## config.mk

```make
export PLATFORM = sky130hd
export DESIGN_NAME = fp_stream_sink_fifo_flat
export DESIGN_NICKNAME = d
export VERILOG_FILES = /design/src/rtl/fp_stream_sink_fifo_pkg.sv /design/src/rtl/fp_stream_sink_fifo_if.sv /design/src/rtl/fp_stream_sink_fifo_mem.sv /design/src/rtl/fp_stream_sink_fifo.sv /design/src/flat_wrapper.sv
export SDC_FILE = /design/constraint.sdc
export NUM_CORES = 1
export LEC_CHECK = 0
export BUFFER_PORTS_ARGS = -buffer_cell sky130_fd_sc_hd__buf_4
export CORE_ASPECT_RATIO = 0.5
export CORE_MARGIN = 4
export CORE_UTILIZATION = 40
export CTS_BUF_LIST = sky130_fd_sc_hd__clkbuf_4 sky130_fd_sc_hd__clkbuf_8 sky130_fd_sc_hd__clkbuf_16
export DETAILED_ROUTE_END_ITERATION = 16
export PLACE_DENSITY = 0.64
export RECOVER_POWER = 25
export SYNTH_ARGS = -nofsm -noshare
export SYNTH_HDL_FRONTEND = slang
export SYNTH_SLANG_ARGS = --single-unit
```

## constraint.sdc

```tcl
create_clock -name clk -period 11.84 [get_ports clk]
set_clock_uncertainty 0.05 [all_clocks]
set_input_delay 2.368 -clock clk [delete_from_list [all_inputs] [get_ports clk]]
set_output_delay 2.368 -clock clk [all_outputs]
set_load 0.02 [all_outputs]
```

## src/rtl/fp_stream_sink_fifo_pkg.sv

```systemverilog
// Shared binary32 definitions for the FP filter, source and sink blocks.
package fp_stream_pkg;

    localparam int FP_W  = 32;
    localparam int EXP_W = 8;
    localparam int MAN_W = 23;
    localparam logic [EXP_W-1:0] EXP_ALL_ONES = '1;

    // True for quiet or signalling NaN; infinities have a zero mantissa.
    function automatic logic fp_is_nan(input logic [FP_W-1:0] word);
        return (word[FP_W-2 -: EXP_W] == EXP_ALL_ONES) && (word[MAN_W-1:0] != '0);
    endfunction

endpackage

```

## src/rtl/fp_stream_sink_fifo_if.sv

```systemverilog
// Upstream valid-only stream plus downstream valid/ready output of the sink FIFO.
interface fp_stream_sink_fifo_if;
    import fp_stream_pkg::*;

    logic            valid_in;
    logic [FP_W-1:0] data_in;
    logic            m_valid;
    logic [FP_W-1:0] m_data;
    logic            m_ready;

    modport master (output valid_in, data_in, m_ready, input m_valid, m_data);
    modport slave  (input valid_in, data_in, m_ready, output m_valid, m_data);

endinterface

```

## src/rtl/fp_stream_sink_fifo_mem.sv

```systemverilog
// FIFO storage: synchronous write, asynchronous read, no reset on the array.
module fp_stream_fifo_mem
    import fp_stream_pkg::*;
#(
    parameter int DEPTH = 16,
    localparam int AW   = $clog2(DEPTH)
) (
    input  logic            clk_i,
    input  logic            we_i,
    input  logic [AW-1:0]   waddr_i,
    input  logic [FP_W-1:0] wdata_i,
    input  logic [AW-1:0]   raddr_i,
    output logic [FP_W-1:0] rdata_o
);

    logic [FP_W-1:0] mem_q [DEPTH];

    // Write port
    always_ff @(posedge clk_i) begin
        if (we_i) begin
            mem_q[waddr_i] <= wdata_i;
        end
    end

    assign rdata_o = mem_q[raddr_i];

endmodule

```

## src/rtl/fp_stream_sink_fifo.sv

```systemverilog
// Sink FIFO for the valid-only binary32 stream: buffers words, re-presents
// them first-word-fall-through on valid/ready and counts overflow drops.
// Optional macro FP_SINK_NAN_CHECK_EN builds the sticky NaN-input detector;
// without it nan_seen is tied low.
module fp_stream_sink_fifo
    import fp_stream_pkg::*;
#(
    parameter int DEPTH = 16,
    parameter int CNT_W = 16,
    localparam int AW   = $clog2(DEPTH)
) (
    input  logic               clk,
    input  logic               rst,
    fp_stream_sink_fifo_if.slave s,
    input  logic               clear_err,
    output logic [AW:0]        level,
    output logic               overflow,
    output logic [CNT_W-1:0]   drop_cnt,
    output logic               nan_seen
);

    localparam logic [AW:0]      LVL_FULL = (AW+1)'(DEPTH);
    localparam logic [CNT_W-1:0] CNT_MAX  = '1;

    logic [AW-1:0]    wr_ptr_q, wr_ptr_d;
    logic [AW-1:0]    rd_ptr_q, rd_ptr_d;
    logic [AW:0]      level_q, level_d;
    logic             overflow_q, overflow_d;
    logic [CNT_W-1:0] drop_cnt_q, drop_cnt_d;
    logic [CNT_W-1:0] cnt_base;
    logic [FP_W-1:0]  rdata;
    logic             full, push, pop, drop;

    // Full is taken from the occupancy count, so pointers never need an extra wrap bit.
    assign full = (level_q == LVL_FULL);
    assign pop  = s.m_valid && s.m_ready;
    assign push = s.valid_in && (!full || pop);
    assign drop = s.valid_in && full && !pop;

    fp_stream_fifo_mem #(.DEPTH(DEPTH)) u_mem (
        .clk_i   (clk),
        .we_i    (push),
        .waddr_i (wr_ptr_q),
        .wdata_i (s.data_in),
        .raddr_i (rd_ptr_q),
        .rdata_o (rdata)
    );

    assign s.m_valid = (level_q != '0);
    assign s.m_data  = s.m_valid ? rdata : '0;
    assign level     = level_q;
    assign overflow  = overflow_q;
    assign drop_cnt  = drop_cnt_q;

    // Next-state for pointers, occupancy and overflow bookkeeping; a drop in the clear cycle still counts.
    always_comb begin
        wr_ptr_d   = push ? wr_ptr_q + 1'b1 : wr_ptr_q;
        rd_ptr_d   = pop  ? rd_ptr_q + 1'b1 : rd_ptr_q;
        level_d    = level_q;
        if (push && !pop) begin
            level_d = level_q + 1'b1;
        end else if (pop && !push) begin
            level_d = level_q - 1'b1;
        end
        cnt_base   = clear_err ? '0 : drop_cnt_q;
        overflow_d = clear_err ? 1'b0 : overflow_q;
        drop_cnt_d = cnt_base;
        if (drop) begin
            overflow_d = 1'b1;
            if (cnt_base != CNT_MAX) begin
                drop_cnt_d = cnt_base + 1'b1;
            end
        end
    end

    // State registers; reset empties the FIFO immediately.
    always_ff @(posedge clk or posedge rst) begin
        if (rst) begin
            wr_ptr_q   <= '0;
            rd_ptr_q   <= '0;
            level_q    <= '0;
            overflow_q <= 1'b0;
            drop_cnt_q <= '0;
        end else begin
            wr_ptr_q   <= wr_ptr_d;
            rd_ptr_q   <= rd_ptr_d;
            level_q    <= level_d;
            overflow_q <= overflow_d;
            drop_cnt_q <= drop_cnt_d;
        end
    end

`ifdef FP_SINK_NAN_CHECK_EN
    logic nan_seen_q, nan_seen_d;

    // Only accepted words are classified; dropped NaNs do not set the flag.
    always_comb begin
        nan_seen_d = clear_err ? 1'b0 : nan_seen_q;
        if (push && fp_is_nan(s.data_in)) begin
            nan_seen_d = 1'b1;
        end
    end

    // Sticky NaN flag register
    always_ff @(posedge clk or posedge rst) begin
        if (rst) begin
            nan_seen_q <= 1'b0;
        end else begin
            nan_seen_q <= nan_seen_d;
        end
    end

    assign nan_seen = nan_seen_q;
`else
    assign nan_seen = 1'b0;
`endif

endmodule
```

## src/flat_wrapper.sv

```systemverilog
// flat-port wrapper written by rule: the top's interface ports become plain ports
module fp_stream_sink_fifo_flat import fp_stream_pkg::*;
#(
    parameter int DEPTH = 16,
    parameter int CNT_W = 16,
    localparam int AW   = $clog2(DEPTH)
)
  (clk, rst, clear_err, level, overflow, drop_cnt, nan_seen, s_valid_in, s_data_in, s_m_ready, s_m_valid, s_m_data);
  fp_stream_sink_fifo_if s_i ();
  input  logic clk;
  input  logic rst;
  input  logic clear_err;
  output logic [AW:0] level;
  output logic overflow;
  output logic [CNT_W-1:0] drop_cnt;
  output logic nan_seen;
  input wire logic [$bits(s_i.valid_in)-1:0] s_valid_in;
  input wire logic [$bits(s_i.data_in)-1:0] s_data_in;
  input wire logic [$bits(s_i.m_ready)-1:0] s_m_ready;
  output wire logic [$bits(s_i.m_valid)-1:0] s_m_valid;
  output wire logic [$bits(s_i.m_data)-1:0] s_m_data;
  assign s_i.valid_in = s_valid_in;
  assign s_i.data_in = s_data_in;
  assign s_i.m_ready = s_m_ready;
  assign s_m_valid = s_i.m_valid;
  assign s_m_data = s_i.m_data;
  fp_stream_sink_fifo #(.DEPTH(DEPTH), .CNT_W(CNT_W)) u_core (.clk(clk), .rst(rst), .s(s_i), .clear_err(clear_err), .level(level), .overflow(overflow), .drop_cnt(drop_cnt), .nan_seen(nan_seen));
endmodule
```

Word-level counts from Yosys, hierarchy flattened --
Memory sizes are Yosys's and may differ from the RTL's. Cells that the tools add are included.
Operators by class: equal/unequal tests 2, multiplexer cells 10, $add $sub $neg 5, reduce and logical (&&, ||, !) cells 13
Operators by type and width (number):
- $mux 16 | 3
- $mux 32 | 1
- $add 16x1->16 const B | 1
- $ne 16x16->1 const B | 1
- $mux 5 | 2
- $add 4x1->4 const B | 2
- $logic_and 1x1->1 | 6
- $add 5x1->5 const B | 1
- $eq 5x5->1 const B | 1
- $reduce_bool 5->1 | 1
- $sub 5x1->5 const B | 1
- $mux 1 | 4
- $reduce_bool 2->1 | 2
- $logic_not 1->1 | 3
- $logic_or 1x1->1 | 1
Storage, ports and cells: output and inout port bits 56, memory bits (writable) 512, logic and storage cells 36, memories 1, register bits after elaboration 30, input bits 37
Memories:
- u_core.u_mem.mem_q | depth 16, width 32, rd ports 1, clocked after memory_dff 0, wr ports 1, RTL line fp_stream_sink_fifo_mem.sv:16 | logic [FP_W-1:0] mem_q [DEPTH];

Logic depth before layout (Yosys ltp) --
depth in word-level cells 8, depth in mapped cells 12, depth with buffers taken out 12

Cells and area by module --
A second synthesis with hierarchy kept.
Unflattened totals: cell total of the unflattened synthesis 997, area, all modules 21111.5 sq um
Modules (own cells, without submodules):
- fp_stream_fifo_mem | cells each 806, area each 19213.4 sq um, times used 1
- fp_stream_sink_fifo | cells each 191, area each 1898.1 sq um, times used 1

Worst setup path after synthesis --
No wires, ideal clock.
path kind input-to-reg, start input s_m_ready, end memory u_core.u_mem.mem_q[2][0], enable pin, arrival 5.672 ns, required time 11.288 ns, slack 5.616 ns, buffers on the path 0, setup time 0.502 ns, cell stages on the path 3, cell sequence nand3b_1 -> nand2_1 -> nor4_1
Between the ends: longest elaborated chain between the ends 5
RTL lines:
- start, declared | RTL line flat_wrapper.sv:19 | input wire logic [$bits(s_i.m_ready)-1:0] s_m_ready;
- $logic_and 1x1->1 | RTL line fp_stream_sink_fifo.sv:36 | assign pop = s.m_valid && s.m_ready;
- $logic_or 1x1->1 | RTL line fp_stream_sink_fifo.sv:37 | assign push = s.valid_in && (!full || pop);
- $logic_and 1x1->1 | RTL line fp_stream_sink_fifo.sv:37
- $mux 1 | RTL line fp_stream_sink_fifo_mem.sv:20 | if (we_i) begin
- $mux 1 (not written as such) | RTL line fp_stream_sink_fifo_mem.sv:21 | mem_q[waddr_i] <= wdata_i;
- end, declared | RTL line fp_stream_sink_fifo_mem.sv:16
Every way passes these cells.

Final worst setup path --
start register u_core.rd_ptr_q[1], end output s_m_data[13]
Between the ends: longest elaborated chain between the ends 2
RTL lines:
- start, declared | RTL line fp_stream_sink_fifo.sv:26 | logic [AW-1:0] rd_ptr_q, rd_ptr_d;
- start signal, assigned | RTL line fp_stream_sink_fifo.sv:86 | rd_ptr_q <= rd_ptr_d;
- $mem_v2 16x32
- $mux 32 | RTL line fp_stream_sink_fifo.sv:50 | assign s.m_data = s.m_valid ? rdata : '0;
- end, declared | RTL line flat_wrapper.sv:21 | output wire logic [$bits(s_i.m_data)-1:0] s_m_data;
Every way passes these cells.

==> run_summary.xml <==
<?xml version="1.0" encoding="UTF-8"?>
<metrics>
  <group name="critical_path">
    <metric name="critical-path-max-stage-delay" unit="ps">980</metric>
    <metric name="crit_required" unit="ps">9420</metric>
    <metric name="regToRegSetupSlack" unit="ps">8690</metric>
    <metric name="startpoint" unit="">u_core.rd_ptr_q[1]</metric>
    <metric name="critical_path.endpoint" unit="">s_m_data[13]</metric>
    <metric name="startpoint_type" unit="">flip-flop</metric>
    <metric name="worst_reg_to_reg_cells" unit="">12</metric>
    <metric name="endpoint_kind" unit="">primary output</metric>
    <metric name="worst_path_most_repeated_cell" unit="">buf_4</metric>
    <metric name="timing.critical_path.arrival" unit="ps">3600</metric>
    <metric name="crit_chain" unit="">buf_4 -&gt; mux4_2 -&gt; mux2i_1 -&gt; o22ai_1 -&gt; buf_4</metric>
    <metric name="regToRegEndpoint" unit="">u_core.level[4]</metric>
    <metric name="rr_startpoint" unit="">u_core.level[1]</metric>
    <metric name="critPathKind" unit="">reg -&gt; out</metric>
    <metric name="worst-path-max-fanout" unit="">77</metric>
    <metric name="critical_path.slowest_cell" unit="">dfrtp_4</metric>
  </group>
  <group name="pwr">
    <metric name="vdd_ir_drop_max" unit="uV">196</metric>
    <metric name="power_per_cell_area" unit="mW/mm^2">237</metric>
    <metric name="static-leakage-power" unit="nW">7.88</metric>
  </group>
  <group name="grt">
    <metric name="gr-total-overflow" unit="">0</metric>
    <metric name="first_global_vias" unit="">10700</metric>
    <metric name="grt_antenna_before_repair" unit="">0</metric>
    <metric name="grt_max_degree" unit="">93</metric>
    <metric name="first_pass_grt_wire_length" unit="microns">66600</metric>
    <metric name="grt.total_usage" unit="">0.155</metric>
  </group>
  <group name="drt">
    <metric name="detail_route.iter0.violations" unit="">924</metric>
    <metric name="drt-pass1-iter-count" unit="">5</metric>
    <metric name="drc" unit="">0</metric>
    <metric name="routed_wl" unit="microns">44000</metric>
    <metric name="detailroute.via_count" unit="">10000</metric>
    <metric name="via_per_inst" unit="">5.51</metric>
    <metric name="route.detailed.wl_per_inst" unit="microns">24.2</metric>
    <metric name="detail-route-antenna-nets" unit="">0</metric>
  </group>
  <group name="synth">
    <metric name="synth.yosys.seq_area_share" unit="">0.763</metric>
    <metric name="post_synth_instance_area" unit="sq mm">0.0211</metric>
    <metric name="async_flop_share" unit="">0.0554</metric>
    <metric name="yosys.area.top_type_share" unit="">0.727</metric>
    <metric name="synth_cells" unit="">967</metric>
    <metric name="synth_edf_count" unit="">512</metric>
    <metric name="yosys.cell_types.count" unit="">50</metric>
    <metric name="yosys_warnings" unit="">0</metric>
    <metric name="dominantRegCellSynth" unit="">edfxtp_1</metric>
    <metric name="synth.net_count" unit="">1015</metric>
    <metric name="synth_seq_cells" unit="">542</metric>
    <metric name="synth_area_leader_cell" unit="">edfxtp_1</metric>
    <metric name="syn-mean-instance-area" unit="sq um">21.9</metric>
    <metric name="count_leader_synth" unit="">edfxtp_1</metric>
    <metric name="synth_top_cells_by_count" unit="">edfxtp_1, mux4_2, mux2i_1, o22ai_1, dfrtp_1</metric>
    <metric name="netlist_top_cells_area" unit="">edfxtp_1, mux4_2, dfrtp_1</metric>
  </group>
  <group name="sta">
    <metric name="grt_setup_unrepaired" unit="">no</metric>
    <metric name="totalNegativeSetupSlack" unit="ps">0</metric>
    <metric name="clock.fmax" unit="GHz">0.166</metric>
    <metric name="timing.hold.ws" unit="ps">473</metric>
    <metric name="worst_pin_slew" unit="ps">1150</metric>
    <metric name="post-route-period-util" unit="">0.508</metric>
    <metric name="setup-violations-final" unit="">0</metric>
    <metric name="fin_crit" unit="ps">6020</metric>
    <metric name="final_hold_viol_count" unit="">0</metric>
    <metric name="drv_slew" unit="">0</metric>
    <metric name="relSlewSlack" unit="">0.235</metric>
  </group>
  <group name="run_status">
    <metric name="run_status" unit="">finished clean</metric>
  </group>
  <group name="clock_tree">
    <metric name="cts_setup_buffers" unit="">0</metric>
    <metric name="cts_buffers" unit="">48</metric>
    <metric name="clock_insertion_delay_worst_skew" unit="ps">580</metric>
    <metric name="post_cts_hold_buffer_count" unit="">0</metric>
    <metric name="numClockSinks" unit="">542</metric>
    <metric name="clk_root_buffer_cell" unit="">clkbuf_16</metric>
    <metric name="clk_path_buf_depth" unit="">3</metric>
    <metric name="clock_tree_from_tritoncts" unit="">yes</metric>
    <metric name="clkTransAtPathRegs" unit="ps">70</metric>
    <metric name="h-tree-depth" unit="">2</metric>
    <metric name="cts_repair_resize_count" unit="">0</metric>
  </group>
  <group name="placed_design">
    <metric name="half_perimeter_wire_length_of_the_detailed_placement_result" unit="microns">22200</metric>
    <metric name="port-buffer-count" unit="">91</metric>
    <metric name="placed_area" unit="sq mm">0.0227</metric>
    <metric name="gpl.final_weighted_congestion" unit="">0.696</metric>
  </group>
  <group name="finish">
    <metric name="antenna-diode-count" unit="">0</metric>
    <metric name="layout-area-overhead-vs-synth" unit="%">14.6</metric>
    <metric name="nets_finish" unit="">1128</metric>
    <metric name="final_layout_size_suffix_gt1_frac" unit="">0.289</metric>
    <metric name="layout.core_utilization" unit="">0.465</metric>
    <metric name="postLayoutCellArea" unit="sq mm">0.0242</metric>
  </group>
  <group name="job">
    <metric name="maxCapViolations" unit="">0</metric>
  </group>
  <group name="floorplan">
    <metric name="placement_rows" unit="">59</metric>
    <metric name="die_w" unit="microns">333</metric>
    <metric name="core-area" unit="sq mm">0.0521</metric>
    <metric name="die_area" unit="sq mm">0.0568</metric>
    <metric name="die_y" unit="microns">171</metric>
    <metric name="top_level_ports" unit="">93</metric>
    <metric name="initial_core_util" unit="">0.406</metric>
  </group>
  <group name="hold_path">
    <metric name="worstHoldPathType" unit="">reg -&gt; reg</metric>
  </group>
</metrics>
==> flip-flops by register name, summed over array words and instances (netlist names) <==
register and count:
u_core.level 5, u_core.wr_ptr_q 4, u_core.rd_ptr_q 4, u_core.drop_cnt 16
u_core.overflow 1, u_core.u_mem.mem_q 512
==> kinds of logic after synthesis <==
| kind of cell | after synthesis | synth area share |
|---|---|---|
| buf+inv | 63 | 0.0124 |
| other cells | 1 | 0.000177 |
| simple gates | 80 | 0.0242 |
| compound gates | 57 | 0.0174 |
| mux | 198 | 0.170 |
| xor+xnor | 15 | 0.00622 |
| fa+ha+maj | 11 | 0.00687 |
| flops | 542 | 0.763 |
==> final cells by class <==
type / count / area, sq um
Inverter: 14 / 52.6
Clock buffer: 61 / 1320
Multi-Input combinational cell: 362 / 4820
Tap cell: 701 / 877
Sequential cell: 542 / 16100
Fill cell: 4317 / 27900
Clock inverter: 27 / 258
Timing Repair Buffer: 112 / 763
==> worst max-delay path: cells and delay by family (launching register included) <==
kind,cells,cell delay (ps)
buf+inv,2,1210
flops,1,980
mux,2,620
compound gates,1,150
==> cell usage in the layout (no fill, tap or decap), drive strengths merged, types with 10 or more instances in the layout <==
| master | count |
|---|---|
| nand2 | 12 |
| mux4 | 128 |
| inv | 15 |
| o22ai | 32 |
| dfrtp | 30 |
| edfxtp | 512 |
| buf | 88 |
| clkbuf | 85 |
| nor2 | 10 |
| ha | 10 |
| xnor2 | 13 |
| clkinv | 19 |
| mux2i | 66 |
==> power by group <==
part	switching [W]	total (W)	internal, W	leakage, nW
clock	0.000673	0.00155	0.000880	0.778
combinational	0.000892	0.00169	0.000801	2.09
sequential	0.000190	0.00249	0.00230	5.01
total	0.00175	0.00574	0.00398	7.88
==> worst min path at each step <==
stage | start | to | slack, ps | cells past startpoint
floorplan | u_core.rd_ptr_q[2] | u_core.rd_ptr_q[2] | 430 | 1
global placement | u_core.rd_ptr_q[2] | u_core.rd_ptr_q[2] | 450 | 1
detailed placement | u_core.drop_cnt[8] | u_core.drop_cnt[8] | 470 | 1
CTS | u_core.drop_cnt[8] | u_core.drop_cnt[8] | 480 | 1
global route | u_core.rd_ptr_q[2] | u_core.rd_ptr_q[2] | 510 | 1
finish | u_core.drop_cnt[8] | u_core.drop_cnt[8] | 470 | 1
==> through the flow <==
stage | power (W) | std cells | setup WS (ps)
6_report | 0.00574 | 1819 | 5820
5_1_grt | 0.00601 | 1819 | 5610
4_1_cts | 0.00581 | 1819 | 5740
3_5_place_dp | 0.00426 | 1731 | 6380
3_3_place_gp | 0.00423 | 1731 | 6370
2_1_floorplan | 0.00365 | 967 | 5620
==> per-layer routing <==
metal | vias to the layer above | wire (microns) | GRT usage
met5 | - | 0 | 0
li1 | 4274 | - | -
met1 | 5395 | 19100 | 0.216
met4 | 0 | 685 | 0.0328
met3 | 56 | 2320 | 0.0240
met2 | 295 | 21900 | 0.262
(Power assumes the default switching activity.)
